==> src/rtl/sim_pkg.sv <==
// Shared simulator-phase types and the event record carried by the monitor queue.
package sim_pkg;

    localparam int unsigned SIM_CYCLE_WIDTH = 32;

    typedef enum logic [1:0] {
        SIM_INVALID     = 2'b00,
        SIM_INITIALIZED = 2'b01,
        SIM_RUNNING     = 2'b10,
        SIM_COMPLETED   = 2'b11
    } sim_state_e;

    typedef struct packed {
        sim_state_e                 from;
        sim_state_e                 to;
        logic [SIM_CYCLE_WIDTH-1:0] cycle;
        logic                       illegal;
    } sim_event_t;

    // Only single forward steps INVALID->INITIALIZED->RUNNING->COMPLETED are legal.
    function automatic logic is_legal_step(sim_state_e from, sim_state_e to);
        return (from != SIM_COMPLETED) && (to == sim_state_e'(2'(from) + 2'd1));
    endfunction

endpackage

==> src/rtl/sim_event_monitor_if.sv <==
// Event stream handshake between the monitor (master) and its consumer (slave).
interface sim_event_monitor_if #(
    parameter int unsigned CYCLE_WIDTH = 32
);
    logic                   evt_valid;
    logic                   evt_ready;
    logic [1:0]             evt_from;
    logic [1:0]             evt_to;
    logic [CYCLE_WIDTH-1:0] evt_cycle;
    logic                   evt_illegal;

    modport master (
        output evt_valid, evt_from, evt_to, evt_cycle, evt_illegal,
        input  evt_ready
    );

    modport slave (
        input  evt_valid, evt_from, evt_to, evt_cycle, evt_illegal,
        output evt_ready
    );
endinterface

==> src/rtl/sim_event_fifo.sv <==
// First-word-fall-through event queue; head reads as zero while empty.
module sim_event_fifo
    import sim_pkg::*;
#(
    parameter int unsigned DEPTH   = 4,
    parameter type         entry_t = sim_event_t
) (
    input  logic   clk,
    input  logic   reset,
    input  logic   push,
    input  entry_t push_data,
    input  logic   pop,
    output entry_t head,
    output logic   valid,
    output logic   full
);
    localparam int unsigned PTR_W = $clog2(DEPTH);
    localparam int unsigned CNT_W = $clog2(DEPTH + 1);

    entry_t           mem [DEPTH];
    logic [PTR_W-1:0] wr_ptr;
    logic [PTR_W-1:0] rd_ptr;
    logic [CNT_W-1:0] count;
    logic             do_pop;
    logic             do_push;

    assign valid   = (count != '0);
    assign full    = (count == CNT_W'(DEPTH));
    assign do_pop  = pop && valid;
    // A full queue still takes a push when the head leaves on the same edge.
    assign do_push = push && (!full || do_pop);
    assign head    = valid ? mem[rd_ptr] : '0;

    always_ff @(posedge clk or posedge reset) begin
        if (reset) begin
            wr_ptr <= '0;
            rd_ptr <= '0;
            count  <= '0;
            for (int i = 0; i < int'(DEPTH); i++) mem[i] <= '0;
        end else begin
            if (do_push) begin
                mem[wr_ptr] <= push_data;
                wr_ptr      <= wr_ptr + PTR_W'(1);
            end
            if (do_pop) rd_ptr <= rd_ptr + PTR_W'(1);
            case ({do_push, do_pop})
                2'b10:   count <= count + CNT_W'(1);
                2'b01:   count <= count - CNT_W'(1);
                default: count <= count;
            endcase
        end
    end
endmodule

==> src/rtl/sim_event_monitor.sv <==
// Watches simulator phase changes, queues them as events and keeps run statistics.
// Define SIM_EVENT_MONITOR_CYCLE_CHECK_EN to compile in the cycle-continuity check.
module sim_event_monitor
    import sim_pkg::*;
#(
    parameter int unsigned CYCLE_WIDTH = SIM_CYCLE_WIDTH,
    parameter int unsigned FIFO_DEPTH  = 4
) (
    input  logic                   clk,
    input  logic                   reset,
    input  logic [1:0]             sim_state,
    input  logic [CYCLE_WIDTH-1:0] sim_cycle,
    sim_event_monitor_if.master    evt,
    output logic [CYCLE_WIDTH-1:0] run_cycles,
    output logic                   completed,
    output logic                   proto_error,
    output logic                   cycle_error,
    output logic                   overflow,
    output logic [7:0]             drop_count
);
    sim_state_e cur_state;
    sim_state_e prev_state;
    sim_event_t new_event;
    sim_event_t head;
    logic       transition;
    logic       illegal;
    logic       q_valid;
    logic       q_full;
    logic       pop;
    logic       drop;

    assign cur_state  = sim_state_e'(sim_state);
    assign transition = (cur_state != prev_state);
    assign illegal    = transition && !is_legal_step(prev_state, cur_state);
    assign pop        = q_valid && evt.evt_ready;
    assign drop       = transition && q_full && !pop;

    assign new_event = '{from:    prev_state,
                         to:      cur_state,
                         cycle:   SIM_CYCLE_WIDTH'(sim_cycle),
                         illegal: illegal};

    sim_event_fifo #(
        .DEPTH   (FIFO_DEPTH),
        .entry_t (sim_event_t)
    ) u_fifo (
        .clk       (clk),
        .reset     (reset),
        .push      (transition),
        .push_data (new_event),
        .pop       (pop),
        .head      (head),
        .valid     (q_valid),
        .full      (q_full)
    );

    assign evt.evt_valid   = q_valid;
    assign evt.evt_from    = 2'(head.from);
    assign evt.evt_to      = 2'(head.to);
    assign evt.evt_cycle   = CYCLE_WIDTH'(head.cycle);
    assign evt.evt_illegal = head.illegal;

    // Phase history, run statistics and sticky protocol/overflow flags.
    always_ff @(posedge clk or posedge reset) begin
        if (reset) begin
            prev_state  <= SIM_INVALID;
            run_cycles  <= '0;
            completed   <= 1'b0;
            proto_error <= 1'b0;
            overflow    <= 1'b0;
            drop_count  <= '0;
        end else begin
            prev_state <= cur_state;
            if (cur_state == SIM_RUNNING && !(&run_cycles))
                run_cycles <= run_cycles + CYCLE_WIDTH'(1);
            if (illegal) proto_error <= 1'b1;
            if (transition && !illegal && cur_state == SIM_COMPLETED) completed <= 1'b1;
            if (drop) begin
                overflow <= 1'b1;
                if (drop_count != 8'hFF) drop_count <= drop_count + 8'd1;
            end
        end
    end

`ifdef SIM_EVENT_MONITOR_CYCLE_CHECK_EN
    logic [CYCLE_WIDTH-1:0] prev_cycle;
    logic [CYCLE_WIDTH-1:0] expect_cycle;
    logic                   primed;

    assign expect_cycle = (&prev_cycle) ? prev_cycle : prev_cycle + CYCLE_WIDTH'(1);

    // The first edge after reset has no trustworthy predecessor, so it only primes.
    always_ff @(posedge clk or posedge reset) begin
        if (reset) begin
            prev_cycle  <= '0;
            primed      <= 1'b0;
            cycle_error <= 1'b0;
        end else begin
            prev_cycle <= sim_cycle;
            primed     <= 1'b1;
            if (primed && sim_cycle != expect_cycle) cycle_error <= 1'b1;
        end
    end
`else
    assign cycle_error = 1'b0;
`endif

endmodule

==> src/flat_wrapper.sv <==
// flat-port wrapper written by rule: the top's interface ports become plain ports
module sim_event_monitor_flat import sim_pkg::*;
#(
    parameter int unsigned CYCLE_WIDTH = SIM_CYCLE_WIDTH,
    parameter int unsigned FIFO_DEPTH  = 4
)
  (clk, reset, sim_state, sim_cycle, run_cycles, completed, proto_error, cycle_error, overflow, drop_count, evt_evt_valid, evt_evt_from, evt_evt_to, evt_evt_cycle, evt_evt_illegal, evt_evt_ready);
  sim_event_monitor_if #(.CYCLE_WIDTH(CYCLE_WIDTH)) evt_i ();
  input  logic clk;
  input  logic reset;
  input  logic [1:0] sim_state;
  input  logic [CYCLE_WIDTH-1:0] sim_cycle;
  output logic [CYCLE_WIDTH-1:0] run_cycles;
  output logic completed;
  output logic proto_error;
  output logic cycle_error;
  output logic overflow;
  output logic [7:0] drop_count;
  output wire logic [$bits(evt_i.evt_valid)-1:0] evt_evt_valid;
  output wire logic [$bits(evt_i.evt_from)-1:0] evt_evt_from;
  output wire logic [$bits(evt_i.evt_to)-1:0] evt_evt_to;
  output wire logic [$bits(evt_i.evt_cycle)-1:0] evt_evt_cycle;
  output wire logic [$bits(evt_i.evt_illegal)-1:0] evt_evt_illegal;
  input wire logic [$bits(evt_i.evt_ready)-1:0] evt_evt_ready;
  assign evt_evt_valid = evt_i.evt_valid;
  assign evt_evt_from = evt_i.evt_from;
  assign evt_evt_to = evt_i.evt_to;
  assign evt_evt_cycle = evt_i.evt_cycle;
  assign evt_evt_illegal = evt_i.evt_illegal;
  assign evt_i.evt_ready = evt_evt_ready;
  sim_event_monitor #(.CYCLE_WIDTH(CYCLE_WIDTH), .FIFO_DEPTH(FIFO_DEPTH)) u_core (.clk(clk), .reset(reset), .sim_state(sim_state), .sim_cycle(sim_cycle), .evt(evt_i), .run_cycles(run_cycles), .completed(completed), .proto_error(proto_error), .cycle_error(cycle_error), .overflow(overflow), .drop_count(drop_count));
endmodule
==> config.mk <==
export PLATFORM = sky130hd
export DESIGN_NAME = sim_event_monitor_flat
export DESIGN_NICKNAME = d
export VERILOG_FILES = /design/src/rtl/sim_pkg.sv /design/src/rtl/sim_event_monitor_if.sv /design/src/rtl/sim_event_fifo.sv /design/src/rtl/sim_event_monitor.sv /design/src/flat_wrapper.sv
export SDC_FILE = /design/constraint.sdc
export NUM_CORES = 1
export LEC_CHECK = 0
export CAP_MARGIN = 20
export CORE_MARGIN = 2
export CORE_UTILIZATION = 55
export CTS_CLUSTER_SIZE = 24
export DETAILED_ROUTE_END_ITERATION = 10
export PLACE_DENSITY_LB_ADDON = 0.08
export SLEW_MARGIN = 25
export SYNTH_ARGS = -nofsm -noshare
export SYNTH_HDL_FRONTEND = slang
export SYNTH_SLANG_ARGS = --single-unit
==> constraint.sdc <==
create_clock -name clk -period 13.74 [get_ports clk]
set_input_delay 2.748 -clock clk [delete_from_list [all_inputs] [get_ports clk]]
set_output_delay 2.748 -clock clk [all_outputs]
set_load 0.05 [all_outputs]
# == Yosys cells after proc, flatten, opt, wreduce, memory -nomap -nowiden ==
# Index checks and enable logic that the tools add are counted.
# word_totals
register_bits,200
in_bits,37
elab_cells,75
# classes
n_addsub,7
magnitude_cmp,3
eq_ne,9
muxes,8
bitwise_logic,2
reduce_logical,21
# op_table
op,n
bitwise mux 148 bit,1
two-way mux 37 bit,4
binary-select mux 37 bit (select 2 bit),1
demux 37 bit (select 2 bit),1
adder 32 x 1 -> 32 bit (second input constant),1
AND reduction 32 bit,1
logical AND 1 bit,11
adder 8 x 1 -> 8 bit (second input constant),1
inequality test 8 bit (second input constant),1
adder 2 x 1 -> 2 bit (second input constant),3
== test 2 bit (second input constant),3
>= comparator 3 bit (second input constant),2
NOT 2 -> 3 bit,2
one-hot mux 3 bit (2 select lines),1
zero test 1 bit,5
adder 3 x 1 -> 3 bit (second input constant),1
== test 3 bit (second input constant),1
< comparator 3 x 1 -> 1 bit (second input constant),1
nonzero test 3 bit,1
subtractor 3 x 1 -> 3 bit (second input constant),1
== test 2 x 1 -> 1 bit (second input constant),1
== test 2 bit,1
inequality test 2 bit,1
inequality test 2 bit (second input constant),1
3 further kinds,3

# == Longest topological paths before layout ==
# Gate-level depths: netlist (run 1).
# depth
depth_word,8
mapped_depth,10
depth_no_buf,8

# == Hierarchy ==
# From an unflattened synthesis (run 1), not the netlist that was laid out.
# unflattened
cells_unflattened,641
hier_area_um2,9271.4
# by_module_without_submodules
module,instances,cells_per_inst,area_each_um2
sim_event_fifo,1,452,7154.4
sim_event_monitor,1,189,2117.0

# == Worst setup path after synthesis (run 1) ==
# No wires, ideal clock.
# synth_path
path_kind,input-to-reg
start,input port sim_state[0]
end,register u_core.u_fifo.count[1]
t_arrival_ns,4.602
setup_slack_ns,9.059
cell_stages,8
path_buffers,2
cell_sequence,clkbuf_2 xnor2_1 and2_1 clkbuf_1 nand3_1 fa_1 a2111oi_0 a2bb2oi_1
# synth_between
elab_chain_len,4
elab_cells_between_ends,6
classes_between,eq/ne (3); mux (1); reduce/logical (2)
# synth_rtl
element,line,text
start: declaration,flat_wrapper.sv:11,input logic [1:0] sim_state;
inequality test 2 bit (*),sim_event_monitor.sv:33,assign transition = (cur_state != prev_state);
logical AND 1 bit (*),sim_event_fifo.sv:31,assign do_push = push && (!full || do_pop);
== test 2 x 1 -> 1 bit / == test 2 bit (equally long branches),sim_event_fifo.sv:46,"case ({do_push, do_pop})"
one-hot mux 3 bit (2 select lines) / nonzero test 2 bit (equally long branches),-,
end signal: assignment,sim_event_fifo.sv:47,2'b10: count <= count + CNT_W'(1);
end signal: assignment,sim_event_fifo.sv:48,2'b01: count <= count - CNT_W'(1);
end signal: assignment,sim_event_fifo.sv:49,default: count <= count;
end: declaration,sim_event_fifo.sv:23,logic [CNT_W-1:0] count;
# Every way passes the cells marked *; elsewhere a longest branch is shown, timed or not.
# A chain may end at the register's enable or synchronous reset.

# == Worst setup path in the final report (run 1) ==
# layout_path
start,register u_core.u_fifo.rd_ptr[0]
end,output port evt_evt_from[0]
# layout_between
elab_chain_len,5
# layout_rtl
element,line,text
start: declaration,sim_event_fifo.sv:22,logic [PTR_W-1:0] rd_ptr;
start signal: assignment,sim_event_fifo.sv:45,if (do_pop) rd_ptr <= rd_ptr + PTR_W'(1);
NOT 2 -> 3 bit (implied by the code),sim_event_fifo.sv:32,assign head = valid ? mem[rd_ptr] : '0;
binary-select mux 37 bit (select 2 bit),sim_event_fifo.sv:32,
two-way mux 37 bit (implied by the code) (2 in series),sim_event_fifo.sv:32,
two-way mux 37 bit,sim_event_fifo.sv:32,
end: declaration,flat_wrapper.sv:20,output wire logic [$bits(evt_i.evt_from)-1:0] evt_evt_from;
# Every way passes these cells. The select of a mux whose other input is x is not followed.

==> reports/metrics.csv, run 1 <==
metric,value,unit
final_hold_viol_count,0,
syn_nets,695,
cts_setup_buffers,0,
synth_flop_cell,dfrtp_1,
areaGrowthSynthToFinish,21.31,%
crit_arrival,3.14,ns
wl,18.48,mm
die_h,133.5,um
hold_class,register to register,
ant_nets,0,
worst-path-buf-inv,2,
gp_congestion,0.7558,
outcome,finished clean,
synth_cells,650,
start_kind,register,
grt_pass1_vias,5851,
synthArstFlopShare,100.0,%
fmax,169.9,MHz
power_density,279.3,mW/mm^2
vias_per_cell,5.682,
fin_nets,799,
cp_slowest_cell,clkdlybuf4s50_1,
hpwl,11.64,mm
io_pins,119,
numPortBuffers,117,
grtUsageTotal,21.86,%
synth_top_area_share,54.30,%
coreArea,0.01647,mm^2
synthesis.area,0.009218,mm^2
die_w,133.5,um
cts_resized,0,
drive_gt1_share,30.90,%
drv_slew,0,
hold_buffers,0,
clkSinkCount,200,
tns,0,ns
slowest_delay,0.70,ns
die_area,0.01781,mm^2
finalCritPeriodShare,42.83,%
crit_chain,"buf_4, mux4_2, and2_1, clkdlybuf4s50_1",
grt_overflow,0,
drc,0,
power.internal,1.878,mW
cts-root-buf,clkbuf_16,
critPathCaptureType,primary output,
vias,5608,
synthTopCellsByArea,"dfrtp_1, mux2_2, mux4_2, xnor2_1, and2_1",
worst_pin_slew,1.021,ns
clk-insertion-delay-late,0.43,ns
yosys.area.top_type,dfrtp_1,
path_clk_slew,0.07,ns
dr.pass1.iters,4,
synth_edf_count,0,
leakage,4.717,nW
p_comb_share,50.8,%
cp.required,10.99,ns
cp_top_family,buffers and inverters,
htreeDepth,4,
max_cap_viol_count,0,
ctsLongestPathBuffers,2,
ir_drop,0.0001943,V
yosys_register_bits,200,
fin_util,67.91,%
synth_warnings,0,
rows,47,
cp_max_fo,26,
power_switching,1.245,mW
synth_area_per_cell,14.18,um^2
seq_area_frac_synth,54.30,%
tritoncts,done,
min_period,5.884,ns
switching_share,39.85,%
antenna_found_initial,0,
seqPwrFrac,32.5,%
relSlewSlack,31.96,%
grt_pass1_wl,30.43,mm
grt_max_degree,124,
drt_iter0_drc,285,
fin_skew,0.01036,ns
wl_per_cell,18.72,um
rsz0062_at_grt,no,
numCtsBuffers,17,
critPathKind,register to primary output,
initial_core_util,55.98,%
yosysUniqueCellTypes,51,
clockPowerShare,16.7,%
setup_violations,0,
antennaDiodeCount,0,
==> logic make-up after synthesis <==
family	Yosys count	share of synthesized area, %
AOI/OAI and AO/OA	22	1.792
xor gates and xnor gates	45	4.357
adders and majority gates	8	1.167
buffers and inverters	42	2.131
DFF	200	54.30
muxes	182	26.75
other	1	0.04068
and+or+nand+nor	150	9.461
==> power by group through the flow <==
| stage | Sequential, mW | Combinational, mW | Clock (mW) |
|---|---|---|---|
| global placement | 1.00 | 1.56 | 0 |
| global route | 1.05 | 1.67 | 0.556 |
| finish | 1.02 | 1.59 | 0.521 |
| floorplan | 0.994 | 1.17 | 0 |
| CTS | 1.02 | 1.60 | 0.533 |
| detailed placement | 1.03 | 1.60 | 0 |
==> cell type report <==
class / instances / area (um^2)
Inverter: 7 / 33.78
Clock inverter: 14 / 182.7
Sequential cell: 200 / 5007
Tap cell: 220 / 275.3
Multi-Input combinational cell: 408 / 4046
Clock buffer: 18 / 439.2
Timing Repair Buffer: 120 / 1197
Fill cell: 1152 / 5284
==> path summary, 6_finish.rpt <==
path / startpoint / to / slack, ns / depth (start not counted)
setup / recovery: u_core.u_fifo.rd_ptr[0]$_DFFE_PP0P_ / evt_evt_from[0] / 7.86 / 4
hold / removal: u_core.overflow$_DFFE_PP0P_ / u_core.overflow$_DFFE_PP0P_ / 0.46 / 1
setup reg to reg: u_core.run_cycles[0]$_DFFE_PP0P_ / u_core.run_cycles[11]$_DFFE_PP0P_ / 11.29 / 6
hold reg to reg: u_core.overflow$_DFFE_PP0P_ / u_core.overflow$_DFFE_PP0P_ / 0.46 / 1
max in group asynchronous: reset / u_core.u_fifo.mem[90]$_DFFE_PP0P_ / 9.63 / 3
min in group asynchronous: reset / u_core.u_fifo.mem[62]$_DFFE_PP0P_ / 2.91 / 2
==> metal layers <==
layer | global-route usage [%] | wire length [um]
met2 | 36.05 | 9376
met1 | 29.59 | 8261
met4 | 7.151 | 257
met3 | 4.262 | 582
met5 | 0 | 0
==> synthesized netlist by cell type, types with 2 or more instances <==
library cell / count
nand3_2: 2
or2_2: 2
inv_1: 7
and3_1: 10
clkbuf_1: 10
o21ai_0: 9
nor3_1: 11
mux4_2: 37
nand3_1: 12
ha_1: 7
xnor2_1: 28
mux2_2: 145
or3_1: 2
and4_1: 7
nand2_1: 32
nand4_1: 14
and2_1: 39
nor2_1: 9
buf_2: 21
dfrtp_1: 200
xor2_1: 16
==> cell usage in the layout (no fill, tap or decap), types with 2 or more instances in the layout <==
cell type	count
and2_1	39
and3_1	10
and4_1	7
buf_4	2
bufinv_16	3
clkbuf_16	17
clkdlybuf4s50_1	117
clkinv_4	3
dfrtp_1	198
dfrtp_2	2
ha_1	7
inv_1	6
inv_6	7
mux2_2	145
mux4_2	37
nand2_1	28
nand2_4	4
nand3_1	12
nand3_2	2
nand4_1	14
nor2_1	9
nor3_1	11
o21ai_0	9
or2_2	2
or3_1	2
xnor2_1	28
xor2_1	16
==> sequential cells by signal, summed over array words and instances (netlist names) <==
register              cells
u_core.drop_count         8
u_core.u_fifo.rd_ptr      2
u_core.completed          1
u_core.run_cycles        32
u_core.prev_state         2
u_core.u_fifo.wr_ptr      2
u_core.u_fifo.mem       148
u_core.proto_error        1
u_core.u_fifo.count       3
u_core.overflow           1
==> worst register-to-register path: cells and delay by family, from the launching register on <==
family | cells | cell delay, ns
compound gates | 1 | 0.41
fa+ha+maj | 1 | 0.24
xor+xnor | 1 | 0.14
flops | 1 | 0.45
simple gates | 3 | 1.10
==> stage by stage <==
step           setup slack [ns]  area, um^2  hold slack (ns)  power, mW  cells
6_report                  7.856       11180           0.4608      3.123    987
3_3_place_gp              8.186       10540           0.4473      2.569    955
5_1_grt                   7.654       11180           0.4795      3.276    987
2_1_floorplan             5.538        9218           0.4446      2.167    650
3_5_place_dp              8.221       10560           0.4570      2.627    955
4_1_cts                   7.753       11180           0.4711      3.154    987
Note: power is estimated with default switching activity, not from simulation.
==> run 2: changes to the inputs <==
==> constraint.sdc (replaced) <==
create_clock -name clk -period 5.65 [get_ports clk]
set_input_delay 1.13 -clock clk [delete_from_list [all_inputs] [get_ports clk]]
set_output_delay 1.13 -clock clk [all_outputs]
set_load 0.05 [all_outputs]
==> reports/metrics.csv, run 2 (synthesized netlist as in run 1, its figures left out) <==
metric,value,unit
outcome,finished clean,
grtUsageMet2,38.09,%
drv_slew,0,
final_hold_viol_count,0,
rows,47,
die_w,133.5,um
cp.required,4.52,ns
grt_max_degree,201,
grt_pass1_vias,5923,
cts-root-buf,clkbuf_16,
min_from,u_core.drop_count[5]$_DFFE_PP0P_,
crit_chain,"buf_4, mux4_2, and2_1, clkdlybuf4s50_1",
ir_drop,0.0004862,V
power,7.703,mW
vias,5530,
fin_skew,0.007001,ns
fin_nets,801,
power_density,683.5,mW/mm^2
finalCritPeriodShare,68.64,%
drt_iter0_drc,350,
grt_overflow,0,
setup_violations,0,
p_comb_share,50.3,%
worst_pin_slew,0.6581,ns
regArea,0.005010,mm^2
fin_ws,1.772,ns
r2r_start,u_core.u_fifo.count[0]$_DFFE_PP0P_,
worstHoldPathCells,1,
dr.pass1.iters,4,
die_h,133.5,um
ctsLongestPathBuffers,2,
hpwl,11.55,mm
switching_share,39.08,%
largestRegisters,"u_core.u_fifo.mem (148), u_core.run_cycles (32), u_core.drop_count (8)",
worstRegToRegCells,6,
post_layout_nonfiller_instances,989,
dpl_worst_slack,1.712,ns
power.internal,4.693,mW
crit_arrival,2.75,ns
slowest_delay,0.69,ns
hold_buffers,0,
cts_setup_buffers,0,
worst-path-buf-inv,2,
placed_cells,956,
largest_reg_flops,148,
met1_usage,29.08,%
tritoncts,done,
numCtsBuffers,17,
power_switching,3.011,mW
num-fill-cells,1170,
drive_gt1_share,30.95,%
coreArea,0.01647,mm^2
grtUsageTotal,22.27,%
place_area,0.01056,mm^2
fin_hold_ws,0.4848,ns
path_clk_slew,0.07,ns
leakage,4.740,nW
hold_class,register to register,
tns,0,ns
regToRegSetupSlack,3.11,ns
die_area,0.01781,mm^2
max_cap_viol_count,0,
vias_per_cell,5.592,
fmax,257.8,MHz
rr_endpoint,u_core.u_fifo.count[1]$_DFFE_PP0P_,
wl_per_cell,18.91,um
cts_resized,0,
wl,18.70,mm
fin_area,0.01127,mm^2
seqPwrFrac,32.1,%
gp_congestion,0.7893,
critPathCaptureType,primary output,
critPathKind,register to primary output,
antennaDiodeCount,0,
cp_top_family,buffers and inverters,
clockPowerShare,17.7,%
min_period,3.878,ns
htreeDepth,4,
start_kind,register,
areaGrowthSynthToFinish,22.27,%
top_usage_layer,met2,
clkSinkCount,200,
min_to,u_core.drop_count[5]$_DFFE_PP0P_,
cp_max_fo,17,
relSlewSlack,56.13,%
fin_util,68.45,%
cp_slowest_cell,clkdlybuf4s50_1,
rsz0062_at_grt,no,
final_cell_mix,"dfrtp_1, mux2_2, clkdlybuf4s50_1, and2_1, mux4_2",
final_common_cell,dfrtp_1,
gr-usage-met3,4.490,%
clk-insertion-delay-late,0.43,ns
antenna_found_initial,0,
ant_nets,0,
multi_input_area,0.004046,mm^2
largest-register,u_core.u_fifo.mem,
grt_pass1_wl,30.90,mm
drc,0,
io_pins,119,
initial_core_util,55.98,%
numPortBuffers,117,
[run 2: cell type report]
class	instances	area share [%]
clock inverters	13	1.998
flip-flops and latches	200	44.45
multi-input cells	408	35.90
well taps	220	2.442
inverters	7	0.2664
repair buffers	122	11.01
clock buffers	19	3.930
[run 2: worst max-delay path by stage]
stage | from | end | slack, ns | depth (start not counted)
2_1_floorplan | reset | u_core.completed$_DFFE_PP0P_ | 1.93 | 1
3_3_place_gp | sim_state[0] | u_core.u_fifo.mem[137]$_DFFE_PP0P_ | 1.83 | 5
3_5_place_dp | sim_state[0] | u_core.u_fifo.mem[89]$_DFFE_PP0P_ | 1.71 | 5
4_1_cts | u_core.u_fifo.rd_ptr[1]$_DFFE_PP0P_ | evt_evt_cycle[24] | 1.61 | 3
5_1_grt | u_core.u_fifo.rd_ptr[0]$_DFFE_PP0P_ | evt_evt_cycle[26] | 1.62 | 4
6_report | u_core.u_fifo.rd_ptr[0]$_DFFE_PP0P_ | evt_evt_cycle[5] | 1.77 | 4
[run 2: power by group through the flow]
stage	registers, mW	logic, mW	clock network (mW)
2_1_floorplan	2.42	2.85	0
3_3_place_gp	2.43	3.83	0
3_5_place_dp	2.49	3.91	0
4_1_cts	2.47	3.92	1.38
5_1_grt	2.55	4.09	1.44
6_report	2.47	3.87	1.36
[run 2: per-layer routing]
metal	wire (um)	share of wire, %	vias to the layer above
met1	8126	43	2863
met5	0	0	-
met2	9655	52	92
met4	325	1.7	0
met3	593	3.2	21
li1	-	-	2554
